[src/rtl/bit_stuff_tx_pkg.sv]
// Shared definitions for the bit-stuffing transmitter and the receive-side
// run detector / de-stuffer that must agree on DATA_W and MAX_RUN.
package bit_stuff_tx_pkg;

   localparam int DEF_DATA_W  = 8;
   localparam int DEF_MAX_RUN = 3;

   typedef enum logic [1:0] {
      IDLE  = 2'd0,
      SHIFT = 2'd1,
      STUFF = 2'd2
   } tx_state_t;

   // What the line carries in the next cycle, decided once and shared by
   // the FSM and the run tracker so both see the same bit.
   typedef enum logic [1:0] {
      ACT_HOLD  = 2'd0,
      ACT_LOAD  = 2'd1,
      ACT_DATA  = 2'd2,
      ACT_STUFF = 2'd3
   } tx_act_t;

   function automatic int run_cnt_w(input int max_run);
      return $clog2(max_run + 1);
   endfunction

endpackage

[src/rtl/bit_stuff_tx_if.sv]
// Byte-producer handshake plus serial line outputs of the bit-stuffing
// transmitter; master is the producer/line side, slave is the transmitter.
interface bit_stuff_tx_if
   import bit_stuff_tx_pkg::*;
   #(parameter int DATA_W = DEF_DATA_W);

   logic [DATA_W-1:0] data_in;
   logic              load;
   logic              ready;
   logic              w;
   logic              w_valid;
   logic              stuffed;
   logic              busy;

   modport master (
      output data_in,
      output load,
      input  ready,
      input  w,
      input  w_valid,
      input  stuffed,
      input  busy
   );

   modport slave (
      input  data_in,
      input  load,
      output ready,
      output w,
      output w_valid,
      output stuffed,
      output busy
   );

endinterface

[src/rtl/bit_stuff_tx_run_tracker.sv]
// Tracks the length of the current run of equal line bits and flags when
// the bit just put on the line has completed a run of MAX_RUN.
module run_tracker
   import bit_stuff_tx_pkg::*;
   #(parameter int MAX_RUN = DEF_MAX_RUN)
   (
      input  logic clock,
      input  logic resetn,
      input  logic clear,
      input  logic bit_valid,
      input  logic bit_in,
      output logic stuff_needed
   );

   localparam int RUN_W = run_cnt_w(MAX_RUN);

   logic             last_bit;
   logic [RUN_W-1:0] run_cnt;

   // A zero count means no line bit precedes this one, so any bit starts
   // a fresh run regardless of last_bit.
   always_ff @(posedge clock or negedge resetn) begin
      if (!resetn) begin
         last_bit <= 1'b0;
         run_cnt  <= '0;
      end else if (clear) begin
         last_bit <= 1'b0;
         run_cnt  <= '0;
      end else if (bit_valid) begin
         last_bit <= bit_in;
         if ((run_cnt != '0) && (bit_in == last_bit)) begin
            if (run_cnt != RUN_W'(MAX_RUN))
               run_cnt <= run_cnt + RUN_W'(1);
         end else begin
            run_cnt <= RUN_W'(1);
         end
      end
   end

   assign stuff_needed = (run_cnt == RUN_W'(MAX_RUN));

endmodule

[src/rtl/bit_stuff_tx.sv]
// Parallel-to-serial transmitter, LSB first, inserting a complementary
// stuff bit after every MAX_RUN equal line bits.
module bit_stuff_tx
   import bit_stuff_tx_pkg::*;
   #(
      parameter int DATA_W  = DEF_DATA_W,
      parameter int MAX_RUN = DEF_MAX_RUN
   )
   (
      input  logic           clock,
      input  logic           resetn,
      bit_stuff_tx_if.slave  bus
   );

   localparam int CNT_W = $clog2(DATA_W + 1);

   tx_state_t         state;
   logic [DATA_W-1:0] shreg;
   logic [CNT_W-1:0]  bit_cnt;
   logic              w_q;
   logic              w_valid_q;
   logic              stuffed_q;

   tx_act_t act;
   logic    word_done;
   logic    stuff_needed;
   logic    ready_c;
   logic    trk_clear;
   logic    trk_valid;
   logic    trk_bit;

   // bit_cnt counts data bits already on the line for the current word.
   assign word_done = (bit_cnt == CNT_W'(DATA_W));

   always_comb begin
      ready_c = 1'b1;
      act     = ACT_HOLD;
      case (state)
         SHIFT: begin
            ready_c = word_done && !stuff_needed;
            if (stuff_needed)
               act = ACT_STUFF;
            else if (!word_done)
               act = ACT_DATA;
            else if (bus.load)
               act = ACT_LOAD;
         end
         STUFF: begin
            ready_c = word_done;
            if (!word_done)
               act = ACT_DATA;
            else if (bus.load)
               act = ACT_LOAD;
         end
         default: begin
            if (bus.load)
               act = ACT_LOAD;
         end
      endcase
   end

   always_comb begin
      trk_bit = 1'b0;
      case (act)
         ACT_LOAD:  trk_bit = bus.data_in[0];
         ACT_DATA:  trk_bit = shreg[0];
         ACT_STUFF: trk_bit = ~w_q;
         default:   trk_bit = 1'b0;
      endcase
   end

   // Going idle breaks the run; anything else puts a bit on the line.
   assign trk_clear = (act == ACT_HOLD);
   assign trk_valid = !trk_clear;

   run_tracker #(.MAX_RUN(MAX_RUN)) u_run_tracker (
      .clock        (clock),
      .resetn       (resetn),
      .clear        (trk_clear),
      .bit_valid    (trk_valid),
      .bit_in       (trk_bit),
      .stuff_needed (stuff_needed)
   );

   always_ff @(posedge clock or negedge resetn) begin
      if (!resetn) begin
         state     <= IDLE;
         shreg     <= '0;
         bit_cnt   <= '0;
         w_q       <= 1'b0;
         w_valid_q <= 1'b0;
         stuffed_q <= 1'b0;
      end else begin
         w_q <= trk_bit;
         case (act)
            ACT_LOAD: begin
               state     <= SHIFT;
               shreg     <= bus.data_in >> 1;
               bit_cnt   <= CNT_W'(1);
               w_valid_q <= 1'b1;
               stuffed_q <= 1'b0;
            end
            ACT_DATA: begin
               state     <= SHIFT;
               shreg     <= shreg >> 1;
               bit_cnt   <= bit_cnt + CNT_W'(1);
               w_valid_q <= 1'b1;
               stuffed_q <= 1'b0;
            end
            ACT_STUFF: begin
               state     <= STUFF;
               w_valid_q <= 1'b1;
               stuffed_q <= 1'b1;
            end
            default: begin
               state     <= IDLE;
               bit_cnt   <= '0;
               w_valid_q <= 1'b0;
               stuffed_q <= 1'b0;
            end
         endcase
      end
   end

   assign bus.ready   = ready_c;
   assign bus.w       = w_q;
   assign bus.w_valid = w_valid_q;
   assign bus.stuffed = stuffed_q;
   assign bus.busy    = (state != IDLE);

endmodule

[src/flat_wrapper.sv]
// flat-port wrapper written by rule: the top's interface ports become plain ports
module bit_stuff_tx_flat import bit_stuff_tx_pkg::*;
#(
      parameter int DATA_W  = DEF_DATA_W,
      parameter int MAX_RUN = DEF_MAX_RUN
   )
  (clock, resetn, bus_data_in, bus_load, bus_ready, bus_w, bus_w_valid, bus_stuffed, bus_busy);
  bit_stuff_tx_if #(.DATA_W(DATA_W)) bus_i ();
  input  logic clock;
  input  logic resetn;
  input wire logic [$bits(bus_i.data_in)-1:0] bus_data_in;
  input wire logic [$bits(bus_i.load)-1:0] bus_load;
  output wire logic [$bits(bus_i.ready)-1:0] bus_ready;
  output wire logic [$bits(bus_i.w)-1:0] bus_w;
  output wire logic [$bits(bus_i.w_valid)-1:0] bus_w_valid;
  output wire logic [$bits(bus_i.stuffed)-1:0] bus_stuffed;
  output wire logic [$bits(bus_i.busy)-1:0] bus_busy;
  assign bus_i.data_in = bus_data_in;
  assign bus_i.load = bus_load;
  assign bus_ready = bus_i.ready;
  assign bus_w = bus_i.w;
  assign bus_w_valid = bus_i.w_valid;
  assign bus_stuffed = bus_i.stuffed;
  assign bus_busy = bus_i.busy;
  bit_stuff_tx #(.DATA_W(DATA_W), .MAX_RUN(MAX_RUN)) u_core (.clock(clock), .resetn(resetn), .bus(bus_i));
endmodule
[config.mk]
export PLATFORM = sky130hd
export DESIGN_NAME = bit_stuff_tx_flat
export DESIGN_NICKNAME = d
export VERILOG_FILES = /design/src/rtl/bit_stuff_tx_pkg.sv /design/src/rtl/bit_stuff_tx_if.sv /design/src/rtl/bit_stuff_tx_run_tracker.sv /design/src/rtl/bit_stuff_tx.sv /design/src/flat_wrapper.sv
export SDC_FILE = /design/constraint.sdc
export NUM_CORES = 1
export LEC_CHECK = 0
export BUFFER_PORTS_ARGS = -buffer_cell sky130_fd_sc_hd__buf_2
export CAP_MARGIN = 25
export CORE_ASPECT_RATIO = 0.9
export CORE_UTILIZATION = 30
export DETAILED_ROUTE_END_ITERATION = 7
export HOLD_SLACK_MARGIN = 0.12
export PLACE_DENSITY_LB_ADDON = 0.1
export SLEW_MARGIN = 20
export SYNTH_ARGS = -nofsm -noshare
export SYNTH_HDL_FRONTEND = slang
export SYNTH_SLANG_ARGS = --single-unit
[constraint.sdc]
create_clock -name clock -period 4.78 [get_ports clock]
set_clock_uncertainty 0.1 [all_clocks]
set_input_delay 0.239 -clock clock [delete_from_list [all_inputs] [get_ports clock]]
set_output_delay 0.239 -clock clock [all_outputs]
set_load 0.05 [all_outputs]
## Yosys cells after proc, flatten, opt, wreduce, memory -nomap -nowiden

Index checks and enable logic that the tools add are counted.

- Bits in registers: 20
- Input bits: 11
- Output and inout bits: 5
- Word-level logic and storage cells: 45

- $add $sub $neg: 2
- Eq/ne operators: 10
- Muxes and demuxes: 15
- Bitwise gates (word level): 1
- Reduce and logical (&&, ||, !) cells: 9

Operators with widths:

| kind | number |
|---|---|
| $pmux W8 S2 | 1 |
| $pmux W4 S3 | 1 |
| $mux W2 | 5 |
| $eq A2 B2 Y1 const B | 4 |
| $pmux W2 S2 | 2 |
| $reduce_bool A2 Y1 | 3 |
| $add A4 B1 Y4 const B | 1 |
| $eq A2 B1 Y1 const B | 2 |
| $eq A4 B4 Y1 const B | 1 |
| $mux W1 | 4 |
| $ne A3 B1 Y1 const B | 1 |
| $pmux W1 S3 | 1 |
| $reduce_or A3 Y1 | 1 |
| $add A2 B1 Y2 const B | 1 |
| $logic_and A1 B1 Y1 | 2 |
| $logic_not A2 Y1 | 1 |
| $ne A2 B2 Y1 const B | 1 |
| $pmux W1 S2 | 1 |
| $reduce_or A2 Y1 | 1 |
| $eq A1 B1 Y1 | 1 |
| $logic_not A1 Y1 | 1 |
| $not A1 Y1 | 1 |

## Longest topological paths before layout

- Word-level depth: 10
- Gate-level depth with buffers: 10
- Mapped depth without buffers: 9

## Hierarchy

Synthesis repeated with hierarchy kept, for this count alone.

- Cells, all modules: 112
- Area, all modules: 1,123.6 um2

Modules (own cells, without submodules):

| module | times used | cells an instance | area an instance (um2) | seq. area each (um2) |
|---|---|---|---|---|
| bit_stuff_tx | 1 | 92 | 925.9 | 400.4 |
| run_tracker | 1 | 20 | 197.7 | 75.1 |

## Worst setup path before layout

OpenSTA, ideal clock, no wires.

- Path kind: register -> register
- Start point: register u_core.u_run_tracker.run_cnt[0]
- End point: register u_core.u_run_tracker.run_cnt[1]
- Setup time: 0.111 ns
- Arrival: 2.494 ns
- Data required time: 4.569 ns
- Slack: 2.075 ns
- Cell stages (with the launch flop): 9
- Buffers on the path: 1
- Clock period less this slack: 2.705 ns
- Cell sequence: dfrtp_1 > ha_1 > clkbuf_1 > a22o_1 > a22o_1 > ha_1 > nor2b_1 > or4_4 > a2111oi_2

- Longest elaborated chain between the ends: 9
- Elaborated cells between the ends (all ways): 17
- Those cells by class: add/sub (1); eq/ne (7); mux (6); reduce/logical (3)

RTL lines:

| what | RTL line | text |
|---|---|---|
| from (decl) | bit_stuff_tx_run_tracker.sv:18 | `logic [RUN_W-1:0] run_cnt;` |
| from (signal assigned) | bit_stuff_tx_run_tracker.sv:33 | `run_cnt <= run_cnt + RUN_W'(1);` |
| $eq A2 B2 Y1 | bit_stuff_tx_run_tracker.sv:40 | `assign stuff_needed = (run_cnt == RUN_W'(MAX_RUN));` |
| $mux W2 | bit_stuff_tx.sv:41 | `if (stuff_needed)` |
| $pmux W2 S2 | bit_stuff_tx.sv:38 | `case (state)` |
| $eq A2 B2 Y1 or $eq A2 B1 Y1 (tied branches) | bit_stuff_tx.sv:64 | `case (act)` |
| $pmux W1 S3 | bit_stuff_tx.sv:64 |  |
| $eq A1 B1 Y1 | bit_stuff_tx_run_tracker.sv:31 | `if ((run_cnt != '0) && (bit_in == last_bit)) begin` |
| $logic_and A1 B1 Y1 | bit_stuff_tx_run_tracker.sv:31 |  |
| $mux W2 | bit_stuff_tx_run_tracker.sv:31 |  |
| $mux W2 | bit_stuff_tx_run_tracker.sv:26 | `end else if (clear) begin` |

Several ways; a longest one is shown, not always the timed one. The select of a mux whose other input is x is not followed.
A chain may end at the register's enable or synchronous reset.

## Final worst setup path

- Start point: register u_core.bit_cnt[0]
- End point: register u_core.u_run_tracker.run_cnt[1]

- Longest elaborated chain between the ends: 10
- Elaborated cells between the ends (all ways): 14
- Those cells by class: eq/ne (6); mux (6); reduce/logical (2)

RTL lines:

| what | RTL line | text |
|---|---|---|
| from (decl) | bit_stuff_tx.sv:19 | `logic [CNT_W-1:0] bit_cnt;` |
| from (signal assigned) | bit_stuff_tx.sv:106 | `bit_cnt <= bit_cnt + CNT_W'(1);` |
| $eq A4 B4 Y1 * | bit_stuff_tx.sv:33 | `assign word_done = (bit_cnt == CNT_W'(DATA_W));` |
| $mux W2 * | bit_stuff_tx.sv:50 | `if (!word_done)` |
| $mux W2 | bit_stuff_tx.sv:41 |  |
| $pmux W2 S2 * | bit_stuff_tx.sv:38 |  |
| $eq A2 B2 Y1 or $eq A2 B1 Y1 (tied branches) | bit_stuff_tx.sv:64 |  |
| $pmux W1 S3 | bit_stuff_tx.sv:64 |  |
| $eq A1 B1 Y1 | bit_stuff_tx_run_tracker.sv:31 |  |
| $logic_and A1 B1 Y1 | bit_stuff_tx_run_tracker.sv:31 |  |
| $mux W2 | bit_stuff_tx_run_tracker.sv:31 |  |
| $mux W2 | bit_stuff_tx_run_tracker.sv:26 |  |

Mark *: on every way between the ends. The rest lies on a longest branch, timed or not.

==> impl_metrics.prom <==
# TYPE chip_impl_metric gauge
chip_impl_metric{name="irDropWorstVdd",unit="mV"} 0.198
chip_impl_metric{name="sw_frac_of_total",unit="%"} 45.7
chip_impl_metric{name="power.share.sequential",unit="%"} 32.3
chip_impl_metric{name="final_cell_count_no_fill",unit=""} 172
chip_impl_metric{name="number_of_enable_flip_flop_cells_after_synthesis",unit=""} 0
chip_impl_metric{name="syn2layout_area_growth",unit="%"} 15.6
chip_impl_metric{name="worst_slew_margin_rel",unit="%"} 60.5
chip_impl_metric{name="clkTransAtPathRegs",unit="ns"} 0.08
chip_impl_metric{name="floorplan.die_area",unit="um^2"} 3970
chip_impl_info{name="min_path_type",value="in -> reg"} 1
chip_impl_metric{name="power.density",unit="nW/um^2"} 609
chip_impl_metric{name="place.port_buffers",unit=""} 15
chip_impl_metric{name="die_width",unit="um"} 66.3
chip_impl_metric{name="synth_fp_nets",unit=""} 136
chip_impl_metric{name="reg2reg_depth",unit=""} 9
chip_impl_metric{name="timing_max_transition_violations_final",unit=""} 0
chip_impl_metric{name="coreArea",unit="um^2"} 3450
chip_impl_metric{name="post_syn_area",unit="um^2"} 1120
chip_impl_metric{name="chipHeight",unit="um"} 59.9
chip_impl_info{name="end_kind",value="flip-flop"} 1
chip_impl_metric{name="top_level_ports",unit=""} 16
chip_impl_metric{name="synthesis.area_per_instance",unit="um^2"} 9.96
chip_impl_metric{name="synthCells",unit=""} 112
chip_impl_metric{name="achievable-frequency",unit="MHz"} 346
chip_impl_metric{name="final_design_area_no_fill",unit="um^2"} 1290
chip_impl_info{name="commonest_cells_after_routing_fill_and_taps_aside",value="sky130_fd_sc_hd__dfrtp_1, sky130_fd_sc_hd__buf_2, sky130_fd_sc_hd__ha_1"} 1
chip_impl_info{name="rsz_0062_raised_after_global_routing",value="false"} 1
chip_impl_metric{name="clkSinkCount",unit=""} 19
chip_impl_metric{name="synth_warnings",unit=""} 0
chip_impl_metric{name="final_antenna_net_count",unit=""} 0
chip_impl_info{name="clock_tree.root_cell",value="sky130_fd_sc_hd__clkbuf_8"} 1
chip_impl_metric{name="dp.final_hpwl",unit="um"} 1430
chip_impl_metric{name="timing.max_cap.violations",unit=""} 0
chip_impl_info{name="hold_path_end",value="u_core.shreg[6]$_DFFE_PN0P_"} 1
chip_impl_metric{name="drt_first_pass_iters",unit=""} 6
chip_impl_info{name="cts_tree",value="yes"} 1
chip_impl_metric{name="grt_first_pass_wirelength",unit="um"} 3440
chip_impl_metric{name="drt_wl_total",unit="um"} 1960
chip_impl_metric{name="wire_per_inst",unit="um"} 11.4
chip_impl_metric{name="initial_core_util",unit="%"} 32.3
chip_impl_metric{name="min_path_cells",unit=""} 3
chip_impl_metric{name="detailed_place.area",unit="um^2"} 1230
chip_impl_metric{name="synth-seq-area-share",unit="%"} 42.6
chip_impl_metric{name="route.detailed.drc",unit=""} 0
chip_impl_metric{name="finalSetupViolations",unit=""} 0
chip_impl_info{name="r2r_start",value="u_core.bit_cnt[0]$_DFFE_PN0P_"} 1
chip_impl_info{name="hold_start",value="bus_data_in[7]"} 1
chip_impl_metric{name="tot_pwr",unit="mW"} 0.785
chip_impl_metric{name="power.leakage",unit="nW"} 0.601
chip_impl_metric{name="clock_power_share",unit="%"} 14.8
chip_impl_metric{name="gp_routability_congestion",unit=""} 0.727
chip_impl_metric{name="post_drt_via_cell_ratio",unit=""} 4.56
chip_impl_info{name="layout_commonest_cell",value="sky130_fd_sc_hd__dfrtp_1"} 1
chip_impl_metric{name="clock_tree.htree_level_count",unit=""} 1
chip_impl_metric{name="setup_total_negative_slack",unit="ns"} 0
chip_impl_metric{name="number_of_buffers_between_clock_root_and_the_deepest_sink",unit=""} 2
chip_impl_metric{name="post-place-cells",unit=""} 167
chip_impl_metric{name="dr.first_iter.drc_count",unit=""} 52
chip_impl_metric{name="antenna_violations_before_repair",unit=""} 0
chip_impl_metric{name="post_route_cells_drive_above_1_share",unit="%"} 17.2
chip_impl_metric{name="power_report.internal_total",unit="mW"} 0.427
chip_impl_metric{name="design.final.nets",unit=""} 153
chip_impl_metric{name="power_frac_comb",unit="%"} 53.0
chip_impl_metric{name="grt_start_max_net_pins",unit=""} 21
chip_impl_metric{name="regToRegSetupSlack",unit="ns"} 1.89
chip_impl_metric{name="total_global_route_track_usage",unit="%"} 11.7
chip_impl_info{name="worst_r2r_endpoint",value="u_core.u_run_tracker.run_cnt[1]$_DFFE_PN0P_"} 1
chip_impl_metric{name="cts_inserted_buffers",unit=""} 3
chip_impl_metric{name="synth_seq_cells",unit=""} 19
chip_impl_info{name="yosys_most_used_dff",value="sky130_fd_sc_hd__dfrtp_1"} 1
chip_impl_metric{name="p_sw",unit="mW"} 0.359
chip_impl_metric{name="layout_worst_path_cycle_share",unit="%"} 60.5
chip_impl_metric{name="synth-async-reset-ratio",unit="%"} 100
chip_impl_metric{name="worstPathArrival",unit="ns"} 2.95
chip_impl_metric{name="finalCoreUtilization",unit="%"} 37.4
chip_impl_metric{name="cp_max_fo",unit=""} 13
chip_impl_metric{name="critical_path_required",unit="ns"} 4.83
chip_impl_metric{name="cts.repair.resized",unit=""} 0
chip_impl_metric{name="yosysUniqueCellTypes",unit=""} 29
chip_impl_info{name="critPathKind",value="reg -> reg"} 1
chip_impl_metric{name="rows",unit=""} 20
chip_impl_metric{name="final_hold_viol_count",unit=""} 0
chip_impl_metric{name="overflow",unit=""} 0
chip_impl_metric{name="routed-via-count",unit=""} 784
chip_impl_info{name="kind_of_launch_point_of_the_worst_setup_path",value="flip-flop"} 1
chip_impl_metric{name="worstSkewPairLatency",unit="ns"} 0.26
chip_impl_metric{name="finalCriticalPeriod",unit="ns"} 2.89
chip_impl_metric{name="via_count_of_the_first_global_routing_pass",unit=""} 806
chip_impl_metric{name="worst_slew_pin_slew",unit="ns"} 0.592
chip_impl_metric{name="final_antenna_diode_count",unit=""} 0
chip_impl_info{name="outcome",value="complete, no violations"} 1
[power by group through the flow]
stage / Combinational [mW] / Sequential, mW / Clock [mW]
after floorplan: 0.306 / 0.285 / 0
after global placement: 0.422 / 0.257 / 0
after detailed placement: 0.419 / 0.258 / 0
after CTS: 0.421 / 0.254 / 0.123
after global routing: 0.469 / 0.262 / 0.129
final: 0.416 / 0.253 / 0.116
[final cells by class]
cell class,count,area (um^2)
clock buffer,3,41.3
clock inverter,1,7.51
fill,355,2160
inverter,12,45.0
multi-input combinational,77,581
sequential,19,475
tap,44,55.1
timing repair buffer,16,85.1
[registers in the layout, summed over array words and instances, names as in the netlist]
name                           count
u_core.bus.stuffed                 1
u_core.bus.w_valid                 1
u_core.shreg                       7
u_core.bus.w                       1
u_core.u_run_tracker.run_cnt       2
u_core.bit_cnt                     4
u_core.state                       2
u_core.u_run_tracker.last_bit      1
[worst max-delay path, cell delays in order (launching register included)]
cell and delay (ns):
sky130_fd_sc_hd__dfrtp_1 0.43, sky130_fd_sc_hd__inv_1 0.07, sky130_fd_sc_hd__ha_1 0.16, sky130_fd_sc_hd__nand3b_1 0.10
sky130_fd_sc_hd__o21ai_0 0.23, sky130_fd_sc_hd__a22oi_1 0.17, sky130_fd_sc_hd__ha_1 0.44, sky130_fd_sc_hd__and2_4 0.24
sky130_fd_sc_hd__or4_4 0.50, sky130_fd_sc_hd__a2111oi_2 0.35
[layer usage]
| layer | up-vias | global-route usage, % | part of all wire (%) | routed length (um) |
|---|---|---|---|---|
| met5 | - | 0 | 0 | 0 |
| met4 | 0 | 3.65 | 0.97 | 19 |
| met1 | 355 | 13.6 | 48 | 932 |
| met2 | 18 | 20.0 | 45 | 876 |
| li1 | 409 | - | - | - |
| met3 | 2 | 4.58 | 6.7 | 131 |
[repair_timing]
item	CTS	global route
hold endpoints to repair	19	0
setup buffers	0	0
hold buffers	1	0
[cell usage after synthesis, drive strengths merged (2+ instances only)]
library cell,n,area (um^2)
dfrtp,19,475
ha,13,163
inv,12,45.0
mux2i,9,90.1
nor2,9,33.8
a21oi,7,35.0
o21ai,7,35.0
nand2,5,18.8
and2,3,21.3
nor2b,3,18.8
a22o,2,17.5
a31oi,2,12.5
and3b,2,17.5
buf,2,7.51
clkbuf,2,7.51
nand3,2,10.0
nand3b,2,15.0
nor3,2,10.0
[worst max path at each step]
stage / startpoint / to / cells past startpoint
floorplan: u_core.u_run_tracker.run_cnt[0]$_DFFE_PN0P_ / u_core.u_run_tracker.run_cnt[1]$_DFFE_PN0P_ / 8
global placement: u_core.bit_cnt[0]$_DFFE_PN0P_ / u_core.u_run_tracker.run_cnt[1]$_DFFE_PN0P_ / 9
detailed placement: u_core.bit_cnt[0]$_DFFE_PN0P_ / u_core.u_run_tracker.run_cnt[1]$_DFFE_PN0P_ / 9
CTS: u_core.bit_cnt[0]$_DFFE_PN0P_ / u_core.u_run_tracker.run_cnt[1]$_DFFE_PN0P_ / 9
global route: u_core.bit_cnt[0]$_DFFE_PN0P_ / u_core.u_run_tracker.run_cnt[1]$_DFFE_PN0P_ / 9
finish: u_core.bit_cnt[0]$_DFFE_PN0P_ / u_core.u_run_tracker.run_cnt[1]$_DFFE_PN0P_ / 9
[cell families after synthesis]
| group | count (synthesis) | share of synthesized area [%] |
|---|---|---|
| simple gates | 30 | 14.6 |
| compound gates | 23 | 13.2 |
| flops | 19 | 42.6 |
| buf+inv | 16 | 5.38 |
| fa+ha+maj | 13 | 14.6 |
| mux | 9 | 8.07 |
| xor+xnor | 2 | 1.57 |
[metrics by stage]
| stage | hold slack, ns | setup slack, ns |
|---|---|---|
| final | 0.146 | 1.89 |
| after global routing | 0.170 | 1.61 |
| after CTS | 0.131 | 1.86 |
| after detailed placement | 0.115 | 1.90 |
| after global placement | 0.116 | 1.96 |
| after floorplan | -0.157 | 2.07 |
Power figures use the tool's default switching activity.
